### src/rtl/alu_op_sequencer.sv
`default_nettype none
`timescale 1ns/1ps
// ============================================================================
// Module   : alu_op_sequencer
// Purpose  : Command-side driver for the 4-bit combinational ALU. Queues
//            commands in a small FIFO, drives operands/selector onto the ALU,
//            waits SETTLE cycles, captures the result and returns it on a
//            valid/ready result channel.
// Options  : ALU_SEQ_ZERO_FLAG_EN adds oResZero (captured result == 0).
// Revision : 1.0 - initial release
// ============================================================================
module alu_op_sequencer #(
  parameter int DEPTH  = 4,
  parameter int SETTLE = 1
) (
  input  logic                     iClk,
  input  logic                     iRst,
  input  logic                     iCmdValid,
  output logic                     oCmdReady,
  input  logic [2:0]               iCmdOp,
  input  logic [3:0]               iCmdA,
  input  logic [3:0]               iCmdB,
  output logic [3:0]               oAluNibble1,
  output logic [3:0]               oAluNibble2,
  output logic [2:0]               oAluSelector,
  input  logic [3:0]               iAluResult,
  output logic                     oResValid,
  input  logic                     iResReady,
  output logic [3:0]               oResult,
  output logic [2:0]               oResOp,
  output logic                     oResErr,
`ifdef ALU_SEQ_ZERO_FLAG_EN
  output logic                     oResZero,
`endif
  output logic                     oBusy,
  output logic [$clog2(DEPTH):0]   oCount
);

  localparam int c_AW = $clog2(DEPTH);
  localparam int c_SW = (SETTLE > 1) ? $clog2(SETTLE) : 1;
  localparam logic [c_AW:0]   c_FULL        = (c_AW + 1)'(DEPTH);
  localparam logic [c_AW:0]   c_CNT_ONE     = (c_AW + 1)'(1);
  localparam logic [c_AW-1:0] c_PTR_ONE     = c_AW'(1);
  localparam logic [c_SW-1:0] c_SETTLE_LOAD = c_SW'(SETTLE - 1);
  localparam logic [c_SW-1:0] c_SETTLE_ONE  = c_SW'(1);

  typedef enum logic [1:0] {
    ST_IDLE  = 2'd0,
    ST_DRIVE = 2'd1,
    ST_HOLD  = 2'd2
  } state_t;

  state_t r_state;
  state_t w_state_nxt;

  logic [2:0]      r_mem_op [DEPTH];
  logic [3:0]      r_mem_a  [DEPTH];
  logic [3:0]      r_mem_b  [DEPTH];
  logic [c_AW-1:0] r_wr_ptr;
  logic [c_AW-1:0] r_rd_ptr;
  logic [c_AW:0]   r_count;
  logic [c_SW-1:0] r_settle;

  logic       w_push;
  logic       w_pop;
  logic       w_load;
  logic       w_load_err;
  logic       w_capture;
  logic       w_settle_dec;
  logic [2:0] w_head_op;
  logic [3:0] w_head_a;
  logic [3:0] w_head_b;
  logic       w_head_legal;

  assign oCmdReady    = (r_count != c_FULL);
  assign oCount       = r_count;
  assign oBusy        = (r_state != ST_IDLE) || (r_count != '0);
  assign oResValid    = (r_state == ST_HOLD);
  assign w_push       = iCmdValid && oCmdReady;
  assign w_head_op    = r_mem_op[r_rd_ptr];
  assign w_head_a     = r_mem_a[r_rd_ptr];
  assign w_head_b     = r_mem_b[r_rd_ptr];
  assign w_head_legal = (w_head_op <= 3'd4);

  // Command storage; contents are only read after being written, so no reset.
  always_ff @(posedge iClk) begin
    if (w_push) begin
      r_mem_op[r_wr_ptr] <= iCmdOp;
      r_mem_a[r_wr_ptr]  <= iCmdA;
      r_mem_b[r_wr_ptr]  <= iCmdB;
    end
  end

  // FSM state register.
  always_ff @(posedge iClk) begin
    if (iRst) r_state <= ST_IDLE;
    else      r_state <= w_state_nxt;
  end

  // Next-state and datapath strobes; IDLE always costs one cycle (no bypass).
  always_comb begin
    w_state_nxt  = r_state;
    w_pop        = 1'b0;
    w_load       = 1'b0;
    w_load_err   = 1'b0;
    w_capture    = 1'b0;
    w_settle_dec = 1'b0;
    case (r_state)
      ST_IDLE: begin
        if (r_count != '0) begin
          w_pop = 1'b1;
          if (w_head_legal) begin
            w_load      = 1'b1;
            w_state_nxt = ST_DRIVE;
          end else begin
            w_load_err  = 1'b1;
            w_state_nxt = ST_HOLD;
          end
        end
      end
      ST_DRIVE: begin
        if (r_settle != '0) begin
          w_settle_dec = 1'b1;
        end else begin
          w_capture   = 1'b1;
          w_state_nxt = ST_HOLD;
        end
      end
      ST_HOLD: begin
        if (iResReady) w_state_nxt = ST_IDLE;
      end
      default: w_state_nxt = ST_IDLE;
    endcase
  end

  // FIFO pointers and occupancy; simultaneous push and pop keep the count.
  always_ff @(posedge iClk) begin
    if (iRst) begin
      r_wr_ptr <= '0;
      r_rd_ptr <= '0;
      r_count  <= '0;
    end else begin
      if (w_push) r_wr_ptr <= r_wr_ptr + c_PTR_ONE;
      if (w_pop)  r_rd_ptr <= r_rd_ptr + c_PTR_ONE;
      if (w_push && !w_pop)      r_count <= r_count + c_CNT_ONE;
      else if (!w_push && w_pop) r_count <= r_count - c_CNT_ONE;
    end
  end

  // ALU drive registers, settle counter and captured result.
  always_ff @(posedge iClk) begin
    if (iRst) begin
      oAluNibble1  <= '0;
      oAluNibble2  <= '0;
      oAluSelector <= '0;
      oResult      <= '0;
      oResOp       <= '0;
      oResErr      <= 1'b0;
      r_settle     <= '0;
    end else begin
      if (w_load) begin
        oAluNibble1  <= w_head_a;
        oAluNibble2  <= w_head_b;
        oAluSelector <= w_head_op;
        oResOp       <= w_head_op;
        r_settle     <= c_SETTLE_LOAD;
      end
      if (w_load_err) begin
        oResult <= '0;
        oResErr <= 1'b1;
        oResOp  <= w_head_op;
      end
      if (w_settle_dec) r_settle <= r_settle - c_SETTLE_ONE;
      if (w_capture) begin
        oResult <= iAluResult;
        oResErr <= 1'b0;
      end
    end
  end

`ifdef ALU_SEQ_ZERO_FLAG_EN
  // Zero flag tracks whatever value is captured into oResult.
  always_ff @(posedge iClk) begin
    if (iRst)            oResZero <= 1'b0;
    else if (w_load_err) oResZero <= 1'b1;
    else if (w_capture)  oResZero <= (iAluResult == 4'd0);
  end
`endif

endmodule
`default_nettype wire

### config.mk
export PLATFORM = sky130hd
export DESIGN_NAME = alu_op_sequencer
export DESIGN_NICKNAME = d
export VERILOG_FILES = /design/src/rtl/alu_op_sequencer.sv
export SDC_FILE = /design/constraint.sdc
export NUM_CORES = 1
export LEC_CHECK = 0
export BUFFER_PORTS_ARGS = -buffer_cell sky130_fd_sc_hd__buf_2
export CORE_AREA = 4 4 78 80
export CTS_CLUSTER_SIZE = 20
export DETAILED_ROUTE_END_ITERATION = 12
export DIE_AREA = 0 0 82 84
export GPL_ROUTABILITY_DRIVEN = 0
export PLACE_DENSITY = 0.76
export REMOVE_ABC_BUFFERS = 1
export SLEW_MARGIN = 40
export SYNTH_ARGS = -nofsm -noshare
export SYNTH_HDL_FRONTEND = slang
export SYNTH_SLANG_ARGS = --single-unit
export TNS_END_PERCENT = 20
### constraint.sdc
create_clock -name iClk -period 3.3 [get_ports iClk]
set_clock_uncertainty 0.2 [all_clocks]
set_input_delay 0.495 -clock iClk [delete_from_list [all_inputs] [get_ports iClk]]
set_output_delay 0.495 -clock iClk [all_outputs]
set_load 0.005 [all_outputs]
Word-level counts from Yosys, hierarchy flattened
Memories as Yosys holds them, arrays and structs flattened. A register that Yosys moved wholly into a read port is not among the register bits. Index checks and enable logic that the tools add are counted.

Register bits: 21. Memory bits (writable): 44. Input bits: 19. Output and inout port bits: 25. Logic and storage cells: 68. Memories kept: 3.

Memory list: r_mem_a (words 4, width 4, rd ports 1, clocked after memory_dff 1, write ports 1, line 57) `logic [3:0] r_mem_a [DEPTH];`; r_mem_b (words 4, width 4, rd ports 1, clocked after memory_dff 1, write ports 1, line 58) `logic [3:0] r_mem_b [DEPTH];`; r_mem_op (words 4, width 3, rd ports 1, clocked after memory_dff 1, write ports 1, line 56) `logic [2:0] r_mem_op [DEPTH];`.

Add/subtract/negate cells: 5. Order comparisons: 1. Equality and inequality tests: 6. Muxes and demuxes: 29. Reduce and logical (&&, ||, !) cells: 15.

Operators by type and width (number): $mux 1 (16); $mux 2 (6); $mux 3 (4); $reduce_bool 2->1 (5); $mux 4 (2); $pmux 2 s3 (1); $add 2x1->2 const B (2); $ne 2x2->1 const B (2); $add 3x1->3 const B (1); $le 3x3->1 const B (1); $logic_and 1x1->1 (3); $ne 3x3->1 const B (1); $reduce_and 3->1 (1); $reduce_bool 3->1 (1); $sub 3x1->3 const B (1); $eq 2x1->1 const B (1); $eq 2x2->1 const B (1); $logic_not 1->1 (2); $logic_not 2->1 (1); $ne 2x1->1 const B (1); $reduce_or 2->1 (1); $logic_or 1x1->1 (1); $sub 1x1->1 const B (1).

Longest topological paths before layout
Word-level depth: 6. Depth in mapped cells: 10. Mapped depth without buffers: 9.

Worst setup path after synthesis
OpenSTA, ideal clock, no wires.

Kind: register -> register. From: register r_count[0] (netlist: oCount[0]). To: register r_count[2] (netlist: oCount[2]). Library setup time: 70 ps. Arrival time: 2445 ps. Required time: 3030 ps. Path slack: 585 ps. Cell stages (with the launch flop): 11. Buffers on the path: 1. Clock period less this slack: 2715 ps. Cell sequence: dfxtp_1 > nor3_1 > nor3_2 > inv_1 > clkbuf_1 > ha_1 > inv_1 > fa_1 > xor2_1 > or3_1 > a21oi_1.

Longest elaborated chain between the ends: 6. Elaborated cells between the ends (all ways): 14. Classes of those cells: 2 x add/sub; 1 x eq/ne; 4 x mux; 7 x reduce/logical.

Ends and longest elaborated chain: start: declaration (line 61) `logic [c_AW:0] r_count;`; start signal: assignment (line 145) `if (w_push && !w_pop) r_count <= r_count + c_CNT_ONE;`; start signal: assignment (line 146) `else if (!w_push && w_pop) r_count <= r_count - c_CNT_ONE;`; branches (longest 6 deep; another with $sub 3x1->3).

Several ways; the timed one is not identified. The select of a mux whose other input is x is not followed. A chain may end at the register's enable or synchronous reset.

Final worst setup path
From: register r_count[0] (netlist: oCount[0]). To: register r_count[2] (netlist: oCount[2]).

Elaborated cells between the ends (all ways): 14. Classes of those cells: 2 x add/sub; 1 x eq/ne; 4 x mux; 7 x reduce/logical.

RTL lines: $ne 3x3->1 * (line 75) `assign oCmdReady = (r_count != c_FULL);`; $logic_and 1x1->1 * (line 79) `assign w_push = iCmdValid && oCmdReady;`; named net w_push (line 64) `logic w_push;`; $logic_not 1->1 (line 146); $logic_and 1x1->1 (line 146); $reduce_bool 2->1 (no line).

The timed path passes the listed nets; every way through them passes the cells marked *. The select of a mux whose other input is x is not followed.

==> impl_results.md <==
* Postcts setup bufs at 0
* WHS at 171 ps
* HP Class: in -> reg
* GR Overflow Total at 0
* Detail Route Antenna Nets at 0
* Post-placement setup slack at between 700 and 800 ps
* Clk slew on worst S/H paths at about 80 ps
* Slew HR at about 55%
* Initial Util at a little over half
* Final worst slack at a little over 700 ps
* RSZ-0062 raised after global routing: false
* Yosys top cell area share at between 40% and 50%
* Netlist cell types at 32
* DRT Pass-1 Iters at 4
* Cells after Synth at slightly above 200
* Crit. End Element: flop
* Mapped cell area at between 2000 and 3000 um2
* Yosys top cell by area: edfxtp_1
* M2 GR Usage at a little over a quarter
* Grt met1 use at ~21%
* Yosys warnings at 0
* Die Y-Extent at 84 um
* Initial antenna violation count at 0
* Status: completed
* Worst vdd ir at 0.435 mV
* Pwr/cell area at 867 nW/um2
* Dpl cell area at approximately 3200 um2
* Setup TNS at 0 ps
* Input/output buffers at 43
* # rows at 27
* Worst Setup Start Kind: flop
* Slew Viols, Final at 0
* Htree depth at 3
* Die width at 82 um
* Busiest grt layer: met2
* Core area at 5410 um2
* GRT Total Usage at roughly 17%
* Commonest non-fill, non-tap cell in the layout: edfxtp_1
* Hold_buf cts at 0
* Post-route cell area at about 3300 um2
* Detailed placement HPWL at approximately 3.4 mm
* Placed cells at 310
* Synth area leaders: edfxtp_1 46%, dfxtp_1 22%, mux4_2 8.6%
* Antenna cells at 0
* Total number of vias at ~1700
* GR met3 Demand/Resource at under 10%
* Fin crit period at about 2600 ps
* CTS Buf Count at 9
* Pin count of the biggest net entering global routing at 29
* Initial drt markers at 81
* Wire per inst at approximately 16 um
* Number of remaining DRC errors at 0
* Routed Wire Length at 5.10 mm
* Fraction of layout cells with a size suffix above 1 at about 29%
* DR vias/cell at about 5.3
* # resized after CTS at 0
* NumNets Final at ~270
* Max-Cap Viols at 0
* Root Driver: clkbuf_8
* Period Utilization, post-route at around four fifths
* Avg Inst Size Synth at about 14 um2
* Crit path max fanout at 7
* Worst slew pin tran at between 600 and 700 ps
* First-pass GRT wire length at a little over 8 mm
* Layout fillers at 430
* Critical path type: reg -> reg
* WP data required at 3360 ps
* Die area at a little under 7000 um2
* Fmax achieved at 388 MHz
* CP arrival at around 2600 ps
* Most frequent cells in the layout: 44 x edfxtp_1, 43 x buf_2, 31 x dfxtp_1
* CTS sink count at 75
* Seq cells post-synth at 75
* Cell Count, Final, Fillers Out at roughly 330
* Vias in the first global route at between 1500 and 2000
* Clk buf depth at 2
* # IOs at 44
* CTS tree: done
* Seq/Total Area, Yosys at 67.6%
* Worst-Skew Late Latency at approximately 330 ps
* Synth-to-Final Area Change at 16.2%
* Leak at 1.25 nW
* Final setup fails at 0
* Hold Vio Cnt, Final at 0
[per-layer routing]
metal | share of wire [%] | wire (um)
met1 | 41 | 2110
met2 | 49 | 2500
met3 | 8.0 | 408
met4 | 1.6 | 80
met5 | 0 | 0
[synthesized netlist by cell type]
library cell and count:
o32ai_1 1, o21ai_0 10, ha_1 5, mux2i_1 2, a21boi_1 1, xnor2_1 2, nand2b_1 3, nand2_1 10
nor3_1 4, o21a_1 1, o21ai_1 1, nor2_1 16, dfxtp_1 31, or3_1 2, a211oi_1 2, mux4_2 11
a211oi_4 1, inv_1 4, nor2b_1 1, and2_1 4, a22o_1 4, xor2_1 3, nor4_1 1, fa_1 1
nand3_1 9, buf_2 1, nor3b_1 1, clkbuf_1 8, o21a_2 1, edfxtp_1 44, nor3_2 1, a21oi_1 16
[stage by stage]
stage / total power, mW / util (%)
after floorplan: 1.94 / -
after global placement: 2.26 / 58.4
after detailed placement: 2.29 / 58.4
after CTS: 2.92 / 61.8
after global routing: 3.11 / 61.8
final: 2.90 / 61.8
[registers in the layout (all words and copies together) (netlist names), named ones only]
name / cells
r_wr_ptr: 2
r_mem_a: 16
oAluSelector: 3
oResErr: 1
r_rd_ptr: 2
r_mem_op: 12
r_settle: 1
r_mem_b: 16
oCount: 3
oAluNibble1: 4
oResOp: 3
oResult: 4
r_state: 2
oAluNibble2: 4
[cell families (layout without fill, tap and decap cells)]
family	Yosys count	count (layout)	share of synthesized area, %
compound gates	38	38	8.28
fa+ha+maj	6	6	2.87
buf+inv	13	65	1.74
mux	13	13	9.32
simple gates	52	52	8.67
flops	75	75	67.6
xor+xnor	5	5	1.52
[cell type report]
| type | count | area, um2 | area share [%] |
|---|---|---|---|
| multi-input cells | 114 | 881 | 26.4 |
| inverters | 4 | 15.0 | 0.450 |
| flip-flops and latches | 75 | 1940 | 58.2 |
| well taps | 72 | 90.1 | 2.70 |
| clock buffers | 11 | 153 | 4.57 |
| repair buffers | 45 | 230 | 6.90 |
| clock inverters | 5 | 27.5 | 0.825 |
[power breakdown]
| group | internal (mW) | switching, mW |
|---|---|---|
| Combinational | 0.423 | 0.511 |
| Sequential | 1.18 | 0.149 |
| Clock | 0.314 | 0.317 |
| Total | 1.92 | 0.976 |
[worst max-delay path: stages (launching register included)]
cell and delay [ps]:
dfxtp_1 450, nor2_1 100, a21boi_1 440, ha_1 280
inv_1 70, fa_1 370, xor2_1 160, or3_1 300
a21oi_1 140
[final timing paths]
check | startpoint | slack (ps) | cells past startpoint | endpoint
max | oCount[0]$_SDFFE_PP0P_ | 720 | 8 | oCount[2]$_SDFFE_PP0P_
max reg2reg | oCount[0]$_SDFFE_PP0P_ | 720 | 8 | oCount[2]$_SDFFE_PP0P_
min reg2reg | oResOp[1]$_SDFFE_PP0P_ | 260 | 2 | oResOp[1]$_SDFFE_PP0P_
min | iAluResult[0] | 170 | 2 | oResult[0]$_SDFFE_PP0P_
(Power assumes the default switching activity.)
